### config.mk
export PLATFORM = sky130hd
export DESIGN_NAME = ram_burst_ctrl
export DESIGN_NICKNAME = d
export VERILOG_FILES = /design/src/rtl/ram_burst_ctrl.sv
export SDC_FILE = /design/constraint.sdc
export NUM_CORES = 1
export LEC_CHECK = 0
export ABC_AREA = 1
export BUFFER_PORTS_ARGS = -buffer_cell sky130_fd_sc_hd__buf_2
export CAP_MARGIN = 25
export CORE_ASPECT_RATIO = 1.25
export CORE_MARGIN = 2
export CORE_UTILIZATION = 60
export CTS_BUF_LIST = sky130_fd_sc_hd__clkbuf_8
export DETAILED_ROUTE_END_ITERATION = 6
export GPL_ROUTABILITY_DRIVEN = 0
export PLACE_DENSITY = 0.95
export SLEW_MARGIN = 20
export SYNTH_ARGS = -nofsm -noshare
export SYNTH_HDL_FRONTEND = slang
export SYNTH_SLANG_ARGS = --single-unit
export TNS_END_PERCENT = 50
### constraint.sdc
create_clock -name clk -period 8.1 [get_ports clk]
set_input_delay 1.215 -clock clk [delete_from_list [all_inputs] [get_ports clk]]
set_output_delay 1.215 -clock clk [all_outputs]
set_load 0.02 [all_outputs]
### src/rtl/ram_burst_ctrl.sv
// Burst engine in front of a single-port synchronous RAM: streams write bytes into
// consecutive locations, or reads consecutive locations out through a 2-entry skid FIFO.
module ram_burst_ctrl #(
    parameter int unsigned ADDR_W = 10,
    parameter int unsigned DATA_W = 8
) (
    input  logic              clk,
    input  logic              rst,
    input  logic              cmd_valid,
    output logic              cmd_ready,
    input  logic              cmd_wr,
    input  logic [ADDR_W-1:0] cmd_addr,
    input  logic [ADDR_W-1:0] cmd_len,
    input  logic              wdata_valid,
    output logic              wdata_ready,
    input  logic [DATA_W-1:0] wdata,
    output logic              rdata_valid,
    input  logic              rdata_ready,
    output logic [DATA_W-1:0] rdata,
    output logic              done,
    output logic              ram_wr,
    output logic [ADDR_W-1:0] ram_addr,
    output logic [DATA_W-1:0] ram_din,
    input  logic [DATA_W-1:0] ram_dout
);

    typedef enum logic [1:0] {
        S_IDLE  = 2'd0,
        S_WRITE = 2'd1,
        S_READ  = 2'd2,
        S_DRAIN = 2'd3
    } state_t;

    state_t            r_state;
    state_t            w_state_nxt;
    logic              w_done_nxt;

    logic [ADDR_W-1:0] r_addr;
    logic [ADDR_W-1:0] r_cnt;
    logic [ADDR_W-1:0] r_last_addr;
    logic              r_inflight;
    logic              r_done;

    logic [DATA_W-1:0] r_fifo [2];
    logic              r_rd_ptr;
    logic              r_wr_ptr;
    logic [1:0]        r_fcnt;

    logic              w_accept;
    logic              w_wbeat;
    logic              w_pop;
    logic              w_push;
    logic              w_issue;
    logic [2:0]        w_credit;

    assign w_accept = (r_state == S_IDLE) && cmd_valid;
    assign w_wbeat  = (r_state == S_WRITE) && wdata_valid;
    assign w_pop    = (r_fcnt != 2'd0) && rdata_ready;
    assign w_push   = r_inflight;
    // Occupancy the FIFO will have once the in-flight byte lands; keeps a slot for every read issued.
    assign w_credit = 3'(r_fcnt) + 3'(r_inflight) - 3'(w_pop);
    assign w_issue  = (r_state == S_READ) && (w_credit < 3'd2);

    assign cmd_ready   = (r_state == S_IDLE);
    assign wdata_ready = (r_state == S_WRITE);
    assign ram_wr      = w_wbeat;
    assign ram_din     = (r_state == S_WRITE) ? wdata : DATA_W'(0);
    assign ram_addr    = ((r_state == S_WRITE) || w_issue) ? r_addr : r_last_addr;
    assign rdata_valid = (r_fcnt != 2'd0);
    assign rdata       = r_fifo[r_rd_ptr];
    assign done        = r_done;

    // Next-state and completion pulse
    always_comb begin
        w_state_nxt = r_state;
        w_done_nxt  = 1'b0;
        case (r_state)
            S_IDLE: begin
                if (cmd_valid) begin
                    w_state_nxt = cmd_wr ? S_WRITE : S_READ;
                end
            end
            S_WRITE: begin
                if (w_wbeat && (r_cnt == '0)) begin
                    w_state_nxt = S_IDLE;
                    w_done_nxt  = 1'b1;
                end
            end
            S_READ: begin
                if (w_issue && (r_cnt == '0)) begin
                    w_state_nxt = S_DRAIN;
                end
            end
            S_DRAIN: begin
                if (w_pop && (r_fcnt == 2'd1) && !r_inflight) begin
                    w_state_nxt = S_IDLE;
                    w_done_nxt  = 1'b1;
                end
            end
            default: w_state_nxt = S_IDLE;
        endcase
    end

    always_ff @(posedge clk or posedge rst) begin
        if (rst) begin
            r_state     <= S_IDLE;
            r_done      <= 1'b0;
            r_addr      <= '0;
            r_cnt       <= '0;
            r_last_addr <= '0;
            r_inflight  <= 1'b0;
        end else begin
            r_state     <= w_state_nxt;
            r_done      <= w_done_nxt;
            r_last_addr <= ram_addr;
            r_inflight  <= w_issue;
            if (w_accept) begin
                r_addr <= cmd_addr;
                r_cnt  <= cmd_len;
            end else if (w_wbeat || w_issue) begin
                r_addr <= r_addr + ADDR_W'(1);
                r_cnt  <= r_cnt - ADDR_W'(1);
            end
        end
    end

    // Skid FIFO capturing RAM read data one cycle after each issue
    always_ff @(posedge clk or posedge rst) begin
        if (rst) begin
            r_fifo[0] <= '0;
            r_fifo[1] <= '0;
            r_rd_ptr  <= 1'b0;
            r_wr_ptr  <= 1'b0;
            r_fcnt    <= 2'd0;
        end else begin
            if (w_push) begin
                r_fifo[r_wr_ptr] <= ram_dout;
                r_wr_ptr         <= ~r_wr_ptr;
            end
            if (w_pop) begin
                r_rd_ptr <= ~r_rd_ptr;
            end
            if (w_push && !w_pop) begin
                r_fcnt <= r_fcnt + 2'd1;
            end else if (!w_push && w_pop) begin
                r_fcnt <= r_fcnt - 2'd1;
            end
        end
    end

endmodule

# == Yosys cells after proc, flatten, opt, wreduce, memory -nomap -nowiden ==
# Cells that the tools add are included.
# classes
multipliers,0
n_reduce_logical,21
n_eq_ne,8
add_sub_neg,6
order_cmp,4
bitwise_logic,4
div,0
n_shift,0
n_mux,23
# ops
cell,count
$mux W10,5
$mux W8,5
$bwmux W16,1
$mux W2,7
$logic_and A1 B1 Y1,11
$add A10 B1 Y10 const B,1
$logic_not A10 Y1,1
$sub A10 B1 Y10 const B,1
$demux W8 S1,1
$pmux W2 S4,1
$reduce_bool A2 Y1,3
$eq A2 B1 Y1 const B,2
$eq A2 B2 Y1 const B,2
$ge A2 B2 Y1 const B,2
$ne A2 B1 Y1 const B,2
$ne A2 B2 Y1 const B,2
$not A1 Y2,2
$reduce_and A4 Y1,1
$add A2 B1 Y3,1
$lt A3 B2 Y1 const B,1
$sub A3 B1 Y3,1
$add A2 B1 Y2 const B,1
$logic_not A1 Y1,2
$logic_not A2 Y1,1
other kinds (6),9
# word_totals
in_bits,42
memories,0
rom_bits,0
regBits,54
latch_bits,0
ram_bits,0

# == Logic depth before layout (Yosys ltp) ==
# Gate-level depths: netlist of the first run.
# logic_depth
word_depth,8
mapped_depth,15

# == Worst setup path before layout of the first run ==
# No wires, ideal clock.
# synth_timing
path_type,input to output
start,input rdata_ready
end,output ram_addr[0]
arrival_time_ns,3.033
path_buffers,1
path_slack_ns,3.852
required_time_ns,6.885
path_stages,9
cell_sequence,nand2_1 nor2_1 o21ai_0 fa_1 xnor2_1 nand3_4 nand2_1 buf_2 a21oi_1
# synth_via
elab_chain_len,6
# synth_lines
element,line,rtl
"start, declared",18,"input logic rdata_ready,"
$logic_and A1 B1 Y1,58,assign w_pop = (r_fcnt != 2'd0) && rdata_ready;
$sub A3 B1 Y3,61,assign w_credit = 3'(r_fcnt) + 3'(r_inflight) - 3'(w_pop);
$lt A3 B2 Y1,62,assign w_issue = (r_state == S_READ) && (w_credit < 3'd2);
$logic_and A1 B1 Y1,62,
$logic_or A1 B1 Y1,68,assign ram_addr = ((r_state == S_WRITE) || w_issue) ? r_addr : r_last_addr;
$mux W10,68,
"end, declared",22,"output logic [ADDR_W-1:0] ram_addr,"
# Every way passes these cells.

# == Worst setup path after layout of the first run ==
# layout_timing
start,input rdata_ready
end,output ram_addr[9]
# The elaborated chain is that of the path after synthesis.

==> impl_metrics.env, run 1 <==
export IMPL_ctsHoldBuffers=0
export IMPL_crit_slowest_cell="fa_1"
export IMPL_r2r_end="r_last_addr[9]"
export IMPL_clock_latency_ps=310
export IMPL_synthToLayoutAreaGrowth_pct=15.8
export IMPL_postRouteWirelength_mm=6.30
export IMPL_h_tree_depth=2
export IMPL_finalMaxSlewViolations=0
export IMPL_die_h_um=82.9
export IMPL_max_freq_ghz=0.214
export IMPL_post_cts_buffers=0
export IMPL_yosysSeqAreaShare_pct=45.3
export IMPL_portBuffers=72
export IMPL_drt_iter0_drc=184
export IMPL_cts_sinks=54
export IMPL_p_sw_share_pct=48.9
export IMPL_core_area_sq_um=4760
export IMPL_ant_nets=0
export IMPL_drc=0
export IMPL_period_needed_ps=4680
export IMPL_dieWidth_um=67.1
export IMPL_synth_fp_nets=421
export IMPL_vias=2650
export IMPL_syn_avg_cell_area_sq_um=8.00
export IMPL_switchingPower_uw=727
export IMPL_hold_viol=0
export IMPL_rows=28
export IMPL_arrival_ps=3460
export IMPL_max_vdd_ir_drop_mv=0.233
export IMPL_grt_pass1_wl_mm=10.6
export IMPL_layout_commonest_cell="nand2_1"
export IMPL_leakagePower_nw=1.87
export IMPL_grt_busiest_layer="met2"
export IMPL_dr_pass1_iters=4
export IMPL_yosysWarningCount=0
export IMPL_fillers=382
export IMPL_pin_count=73
export IMPL_cts_tree="yes"
export IMPL_layout_nets=488
export IMPL_start_util_pct=62.7
export IMPL_grt_antenna_before_repair=0
export IMPL_wl_per_cell_um=12.6
export IMPL_routed_via_density=5.29
export IMPL_cts_resized_gates=0
export IMPL_mostFrequentLayoutCells="nand2_1, buf_2, dfrtp_1"
export IMPL_grtUsageMet2_pct=44.1
export IMPL_dp_hpwl_mm=4.74
export IMPL_ys_seq_elements=54
export IMPL_tns_ps=0
export IMPL_clock_skew_final_ps=4.29
export IMPL_path_depth=11
export IMPL_power_frac_seq_pct=34.0
export IMPL_use_met3_pct=5.69
export IMPL_clockPowerShare_pct=10.0
export IMPL_fin_util_pct=72.6
export IMPL_path_clk_slew_ps=100
export IMPL_grt_use_met1_pct=26.6
export IMPL_min_from="r_fifo[13]"
export IMPL_grt_max_degree=37
export IMPL_combPwrFrac_pct=55.9
export IMPL_crit_path_cell_trace="buf_2, nand2_1, nor2_1, o21ai_0, fa_1, xnor2_1, nand3_4, nand2_1, nor2_1, a21oi_1, buf_2"
export IMPL_path_class="in -> out"
export IMPL_reg2reg_setup_slack_ps=5190
export IMPL_cts_root_buffer="clkbuf_8"
export IMPL_r2r_cells=12
export IMPL_crit_buf_inv=2
export IMPL_cp_start_kind="primary input"
export IMPL_timing_worst_slew_pin_value_ps=686
export IMPL_cap_violations=0
export IMPL_r2r_start="r_fcnt[1]"
export IMPL_endpoint="ram_addr[9]"
export IMPL_diodes=0
export IMPL_cpLargestDelayFamily="simple AND/OR/NAND/NOR gates"
export IMPL_rsz0062_at_grt="no"
export IMPL_syn_inst=373
export IMPL_internal_power_uw=761
export IMPL_powerDensity_nw_per_um2=430
export IMPL_grt_pass1_vias=2593
export IMPL_synth_area_sq_um=2990
export IMPL_cp_startpoint="rdata_ready"
export IMPL_setup_viol=0
export IMPL_clockBufferDepth=2
export IMPL_dieArea_sq_um=5560
export IMPL_numCtsBuffers=5
export IMPL_relSlewSlack_pct=54.2
export IMPL_synthDistinctLibCells=36
export IMPL_cpPeakStageDelay_ps=430
export IMPL_outcome="complete, no violations"
export IMPL_min_path_type="reg -> reg"
export IMPL_drive_above_1_share_pct=25.2
export IMPL_gr_total_overflow=0
export IMPL_finalCritPeriodShare_pct=57.7
export IMPL_critPathMaxFanout=15
export IMPL_grt_usage_pct=24.1
export IMPL_endpoint_kind="output port"
export IMPL_crit_required_ps=6880
flip-flops by register name, indices dropped and copies added (netlist names):
signal	flops
r_state	2
r_fcnt	2
r_cnt	10
r_inflight	1
r_wr_ptr	1
r_addr	10
r_fifo	16
r_rd_ptr	1
r_last_addr	10
done	1
power by group through the flow:
stage | Combinational (mW) | Sequential [mW] | Clock, mW
floorplan | 0.674 | 0.480 | 0
global placement | 0.795 | 0.502 | 0
detailed placement | 0.832 | 0.509 | 0
CTS | 0.838 | 0.504 | 0.154
global route | 0.931 | 0.522 | 0.166
finish | 0.832 | 0.506 | 0.149
cell type report:
class,instances,area [sq um],area share [%]
Sequential cell,54,1350,39.1
Timing Repair Buffer,73,388,11.2
Inverter,49,185,5.36
Multi-Input combinational cell,257,1370,39.6
Clock inverter,3,21.3,0.615
Tap cell,60,75.1,2.17
Clock buffer,5,68.8,1.99
worst min-delay path: cells and delay by family, from the launching register on:
kind	cells	cell delay, ps
AOI/OAI and AO/OA	1	60
DFF	1	360
and+or+nand+nor	1	50
per-layer routing:
layer | vias up | routed length [um]
met5 | - | 0
met4 | 0 | 65
met3 | 8 | 256
met2 | 65 | 3360
met1 | 1246 | 2620
li1 | 1331 | -
kinds of logic after synthesis:
logic type	share of synthesized area, %
adder cells (fa/ha/maj)	2.77
flip-flops	45.3
AO/OA/AOI/OAI	14.8
AND/OR/NAND/NOR	23.8
buffers and inverters	8.93
multiplexers	3.02
XOR/XNOR	1.47
worst min path at each step:
stage | cells after the start | end | slack, ps
finish | 2 | r_fifo[13] | 500
global route | 2 | r_fifo[6] | 530
CTS | 2 | r_fifo[0] | 500
detailed placement | 2 | r_fifo[0] | 470
global placement | 2 | r_fifo[5] | 460
floorplan | 2 | r_fifo[0] | 450
metrics by stage:
stage | setup slack, ps | power, mW | hold WS (ps) | area (sq um) | cells
after detailed placement | 3360 | 1.34 | 475 | 3370 | 493
after CTS | 3360 | 1.50 | 497 | 3460 | 501
final | 3420 | 1.49 | 495 | 3460 | 501
after global placement | 3540 | 1.30 | 462 | 3340 | 492
after global routing | 3160 | 1.62 | 526 | 3460 | 501
after floorplan | 3850 | 1.15 | 448 | 2990 | 373
synth_stat cells, drive strengths merged:
cell type	count	area, sq um
ha	5	62.6
o21ai	44	224
clkbuf	5	18.8
inv	48	180
xnor2	3	26.3
xor2	2	17.5
fa	1	20.0
clkinv	1	5.00
a31oi	2	25.0
nand2	86	364
nor2	42	178
nor3	2	10.0
nand3b	1	7.51
mux2	8	90.1
dfrtp	54	1350
buf	8	62.6
nand3	20	113
o211ai	2	15.0
a21oi	30	158
or2	3	18.8
nand4	3	18.8
a22oi	1	7.51
o22ai	2	12.5
Power figures use the tool's default switching activity.
==> inputs of run 2 (changes only) <==
CORE_UTILIZATION = 55   (was 60)
PLACE_DENSITY = 0.9   (was 0.95)
clock period = 4.6 ns   (was 8.1 ns; I/O delays follow)
==> run 2 against run 1 <==
- register-to-register slack lost 3500 ps
- count of clock-buffer cells in the layout is the same
- critical endpoint is now ram_addr[0]
- final cell count up 0.80%
- largest cell class unchanged
- combinational power grew 77%
- sequential power is 75% higher
- total power increased by 76%
- worst setup slack lost 2800 ps
- critical path depth up 2
- clock skew rose by 1.3 ps
- sequential cell count is the same
- sequential share of layout area barely moved
==> impl_metrics.env, run 2 (synthesized netlist as in run 1, its figures left out) <==
export IMPL_finalMaxSlewViolations=0
export IMPL_outcome="complete, no violations"
export IMPL_drive_above_1_share_pct=24.9
export IMPL_worst_slack_ps=583
export IMPL_clock_skew_final_ps=5.59
export IMPL_combPwrFrac_pct=56.2
export IMPL_grt_pass1_vias=2512
export IMPL_drc=0
export IMPL_r2r_start="r_fcnt[1]"
export IMPL_crit_required_ps=3910
export IMPL_dieArea_sq_um=6040
export IMPL_r2r_cells=12
export IMPL_cts_tree="yes"
export IMPL_final_cells=505
export IMPL_leakagePower_nw=1.88
export IMPL_layout_nets=488
export IMPL_power_total_mw=2.62
export IMPL_p_sw_share_pct=48.9
export IMPL_cap_violations=0
export IMPL_largest_register_ffs=16
export IMPL_rows=30
export IMPL_postRouteWirelength_mm=6.32
export IMPL_critPathMaxFanout=15
export IMPL_powerDensity_nw_per_um2=757
export IMPL_die_h_um=86.4
export IMPL_top_register="r_fifo"
export IMPL_grt_busiest_layer="met2"
export IMPL_period_needed_ps=4020
export IMPL_wl_per_cell_um=12.5
export IMPL_vias=2658
export IMPL_relSlewSlack_pct=53.9
export IMPL_max_freq_ghz=0.249
export IMPL_clockBufferDepth=2
export IMPL_cp_start_kind="flop"
export IMPL_cts_sinks=54
export IMPL_start_util_pct=56.0
export IMPL_synthToLayoutAreaGrowth_pct=15.8
export IMPL_grtUsageMet2_pct=41.0
export IMPL_max_vdd_ir_drop_mv=0.462
export IMPL_placed_cells=497
export IMPL_power_frac_seq_pct=33.9
export IMPL_rsz0062_at_grt="no"
export IMPL_grt_usage_pct=22.3
export IMPL_timing_worst_slew_pin_value_ps=690
export IMPL_fin_util_pct=64.9
export IMPL_setup_viol=0
export IMPL_numCtsBuffers=5
export IMPL_gr_total_overflow=0
export IMPL_fillers=491
export IMPL_finalCritPeriodShare_pct=87.3
export IMPL_core_area_sq_um=5330
export IMPL_grt_antenna_before_repair=0
export IMPL_hold_viol=0
export IMPL_dieWidth_um=69.9
export IMPL_ctsHoldBuffers=0
export IMPL_post_cts_buffers=0
export IMPL_endpoint_kind="output port"
export IMPL_h_tree_depth=2
export IMPL_endpoint="ram_addr[0]"
export IMPL_grt_max_degree=37
export IMPL_switchingPower_mw=1.28
export IMPL_r2r_end="r_last_addr[0]"
export IMPL_pre_cts_slack_ps=900
export IMPL_grt_pass1_wl_mm=10.9
export IMPL_tns_ps=0
export IMPL_cts_resized_gates=0
export IMPL_clockPowerShare_pct=9.9
export IMPL_grt_use_met1_pct=27.1
export IMPL_mostFrequentLayoutCells="nand2_1, buf_2, dfrtp_1"
export IMPL_portBuffers=72
export IMPL_cts_root_buffer="clkbuf_8"
export IMPL_diodes=0
export IMPL_cp_startpoint="r_fcnt[1]"
export IMPL_routed_via_density=5.26
export IMPL_drt_iter0_drc=96
export IMPL_clock_latency_ps=310
export IMPL_layout_commonest_cell="nand2_1"
export IMPL_use_met3_pct=3.95
export IMPL_min_path_type="in -> async"
export IMPL_internal_power_mw=1.34
export IMPL_reg2reg_setup_slack_ps=1700
export IMPL_pin_count=73
export IMPL_dr_pass1_iters=4
export IMPL_arrival_ps=3330
export IMPL_dp_hpwl_mm=4.68
export IMPL_path_clk_slew_ps=90
export IMPL_path_class="reg -> out"
export IMPL_ant_nets=0
## run 2: critical path, cell delays in order, from the launching register on
cell and delay [ps]:
dfrtp_1 470, inv_1 100, ha_1 180, inv_1 60, nand2_1 110, nor2_1 180
o21ai_0 140, fa_1 420, xnor2_1 260, nand3_4 180, nand2_1 410, nor2_1 90
a21oi_1 190, buf_2 200
## run 2: worst min-delay path by stage
stage,startpoint,to,slack [ps]
floorplan,r_fifo[0],r_fifo[0],450
global placement,r_fifo[0],r_fifo[0],460
detailed placement,r_fifo[15],r_fifo[15],470
CTS,rst,r_last_addr[7],490
global route,r_fifo[12],r_fifo[12],520
finish,rst,r_fifo[13],480
## run 2: area by class of cell
cell class	count	area, sq um	share of cell area (%)
sequential	54	1350	39.1
tap	64	80.1	2.32
inverter	49	185	5.35
clock buffer	5	68.8	1.99
timing repair buffer	73	388	11.2
clock inverter	3	17.5	0.507
multi-input combinational	257	1370	39.5
## run 2: per-stage QoR
step | area, sq um | hold slack, ps
floorplan | 2990 | 448
global placement | 3340 | 461
detailed placement | 3370 | 469
CTS | 3460 | 492
global route | 3460 | 525
finish | 3460 | 480
## run 2: routing by layer
layer / share of wire, % / wire, um
met1: 42 / 2660
met4: 1.0 / 65
met3: 4.6 / 291
met5: 0 / 0
met2: 52 / 3310
## run 2: power groups by stage
stage | clock (mW) | sequential (mW) | combinational (mW)
final | 0.260 | 0.888 | 1.47
after floorplan | 0 | 0.845 | 1.19
after global placement | 0 | 0.882 | 1.41
after global routing | 0.283 | 0.920 | 1.65
after CTS | 0.267 | 0.886 | 1.48
after detailed placement | 0 | 0.895 | 1.47
==> inputs of run 3 (changes only) <==
==> constraint.sdc (replaced) <==
create_clock -name clk -period 4.6 [get_ports clk]
set_input_delay 0.69 -clock clk [delete_from_list [all_inputs] [get_ports clk]]
set_output_delay 0.69 -clock clk [all_outputs]
set_load 0.1 [all_outputs]
==> run 3 against run 2 <==
- worst hold slack improved by 3.6 ps
- clock skew about the same
- count of clock-buffer cells in the layout unchanged
- critical path type unchanged
- largest cell class unchanged
==> impl_metrics.env, run 3 (synthesized netlist as in run 1, its figures left out) <==
export IMPL_clock_skew_final_ps=5.59
export IMPL_core_area_sq_um=5330
export IMPL_wl_per_cell_um=12.5
export IMPL_r2r_end="r_last_addr[2]"
export IMPL_drc=0
export IMPL_rows=30
export IMPL_drive_above_1_share_pct=24.9
export IMPL_outcome="complete, no violations"
export IMPL_layout_commonest_cell="nand2_1"
export IMPL_drt_iter0_drc=105
export IMPL_grt_usage_pct=22.3
export IMPL_ctsHoldBuffers=0
export IMPL_top_register="r_fifo"
export IMPL_endpoint_kind="output port"
export IMPL_dr_pass1_iters=5
export IMPL_grt_pass1_wl_mm=11.0
export IMPL_max_freq_ghz=0.233
export IMPL_ant_nets=0
export IMPL_arrival_ps=3600
export IMPL_largest_register_ffs=16
export IMPL_timing_worst_slew_pin_value_ps=686
export IMPL_diodes=0
export IMPL_cts_root_buffer="clkbuf_8"
export IMPL_vias=2663
export IMPL_setup_viol=0
export IMPL_holdWs_ps=483
export IMPL_routed_via_density=5.27
export IMPL_cts_tree="yes"
export IMPL_mostFrequentLayoutCells="nand2_1, buf_2, dfrtp_1"
export IMPL_finalMaxSlewViolations=0
export IMPL_clock_latency_ps=300
export IMPL_cts_sinks=54
export IMPL_reg2reg_setup_slack_ps=1690
export IMPL_pin_count=73
export IMPL_crit_path_cell_trace="inv_1, ha_1, inv_1, nand2_1, nor2_1, o21ai_0, fa_1, xnor2_1, nand3_4, nand2_1, nor2_1, a21oi_1, buf_2"
export IMPL_h_tree_depth=2
export IMPL_hold_viol=0
export IMPL_min_path_type="in -> async"
export IMPL_gr_total_overflow=0
export IMPL_dieArea_sq_um=6040
export IMPL_die_h_um=86.4
export IMPL_path_class="reg -> out"
export IMPL_critPathMaxFanout=15
export IMPL_relSlewSlack_pct=54.2
export IMPL_r2r_cells=12
export IMPL_cts_resized_gates=0
export IMPL_placed_cells=497
export IMPL_dieWidth_um=69.9
export IMPL_period_needed_ps=4290
export IMPL_postRouteWirelength_mm=6.32
export IMPL_clockBufferDepth=2
export IMPL_grt_pass1_vias=2583
export IMPL_tns_ps=0
export IMPL_start_util_pct=56.0
export IMPL_layout_nets=488
export IMPL_finalCritPeriodShare_pct=93.2
export IMPL_cpPeakStageDelay_ps=470
export IMPL_final_cells=505
export IMPL_cap_violations=0
export IMPL_rsz0062_at_grt="no"
export IMPL_numCtsBuffers=5
export IMPL_dp_hpwl_mm=4.73
export IMPL_grt_max_degree=37
export IMPL_r2r_start="r_fcnt[1]"
export IMPL_portBuffers=72
export IMPL_synthToLayoutAreaGrowth_pct=16.6
export IMPL_grt_antenna_before_repair=0
export IMPL_cp_start_kind="flop"
export IMPL_path_clk_slew_ps=90
export IMPL_crit_required_ps=3910
export IMPL_crit_slowest_cell="dfrtp_1"
export IMPL_post_cts_buffers=0
[run 3: per-layer routing]
layer	GRT usage, %	vias to the layer above	part of all wire, %
met5	0	-	0
met4	6.29	0	1.4
met3	3.95	10	4.6
met2	40.3	81	52
met1	27.3	1239	42
li1	-	1333	-
[run 3: worst max-delay path by stage]
stage / start / to / slack (ps) / cells past startpoint
2_1_floorplan: r_fcnt[1] / ram_addr[0] / -510 / 12
3_3_place_gp: rdata_ready / ram_addr[9] / 820 / 11
3_5_place_dp: r_fcnt[1] / ram_addr[0] / 630 / 13
4_1_cts: r_fcnt[1] / ram_addr[0] / 280 / 13
5_1_grt: r_fcnt[1] / ram_addr[2] / 4 / 13
6_report: r_fcnt[1] / ram_addr[2] / 310 / 13
[run 3: layout make-up]
type                       instances  area (sq um)
clock buffer                       5          68.8
clock inverter                     3          41.3
fill                             477          1850
inverter                          49           185
multi-input combinational        257          1370
sequential                        54          1350
tap                               64          80.1
timing repair buffer              73           388
[run 3: critical path: cells and delay by family, from the launching register on]
| family | cells | cell delay (ps) |
|---|---|---|
| xor gates and xnor gates | 1 | 270 |
| DFF | 1 | 470 |
| adders and majority gates | 2 | 610 |
| AOI/OAI and AO/OA | 2 | 330 |
| buffers and inverters | 3 | 620 |
| and+or+nand+nor | 5 | 980 |
[run 3: per-stage QoR]
stage                     setup WS (ps)  utilization [%]  area (sq um)
after floorplan                    -511                -          2990
after global placement              817             62.7          3340
after detailed placement            630             63.3          3370
after CTS                           280             65.3          3480
after global routing               4.43             65.3          3480
final                               313             65.3          3480
Power of run 3 is left out: the tool's default activity adds up to more than one toggle a clock period on the data nets, which glitch-free logic cannot reach.
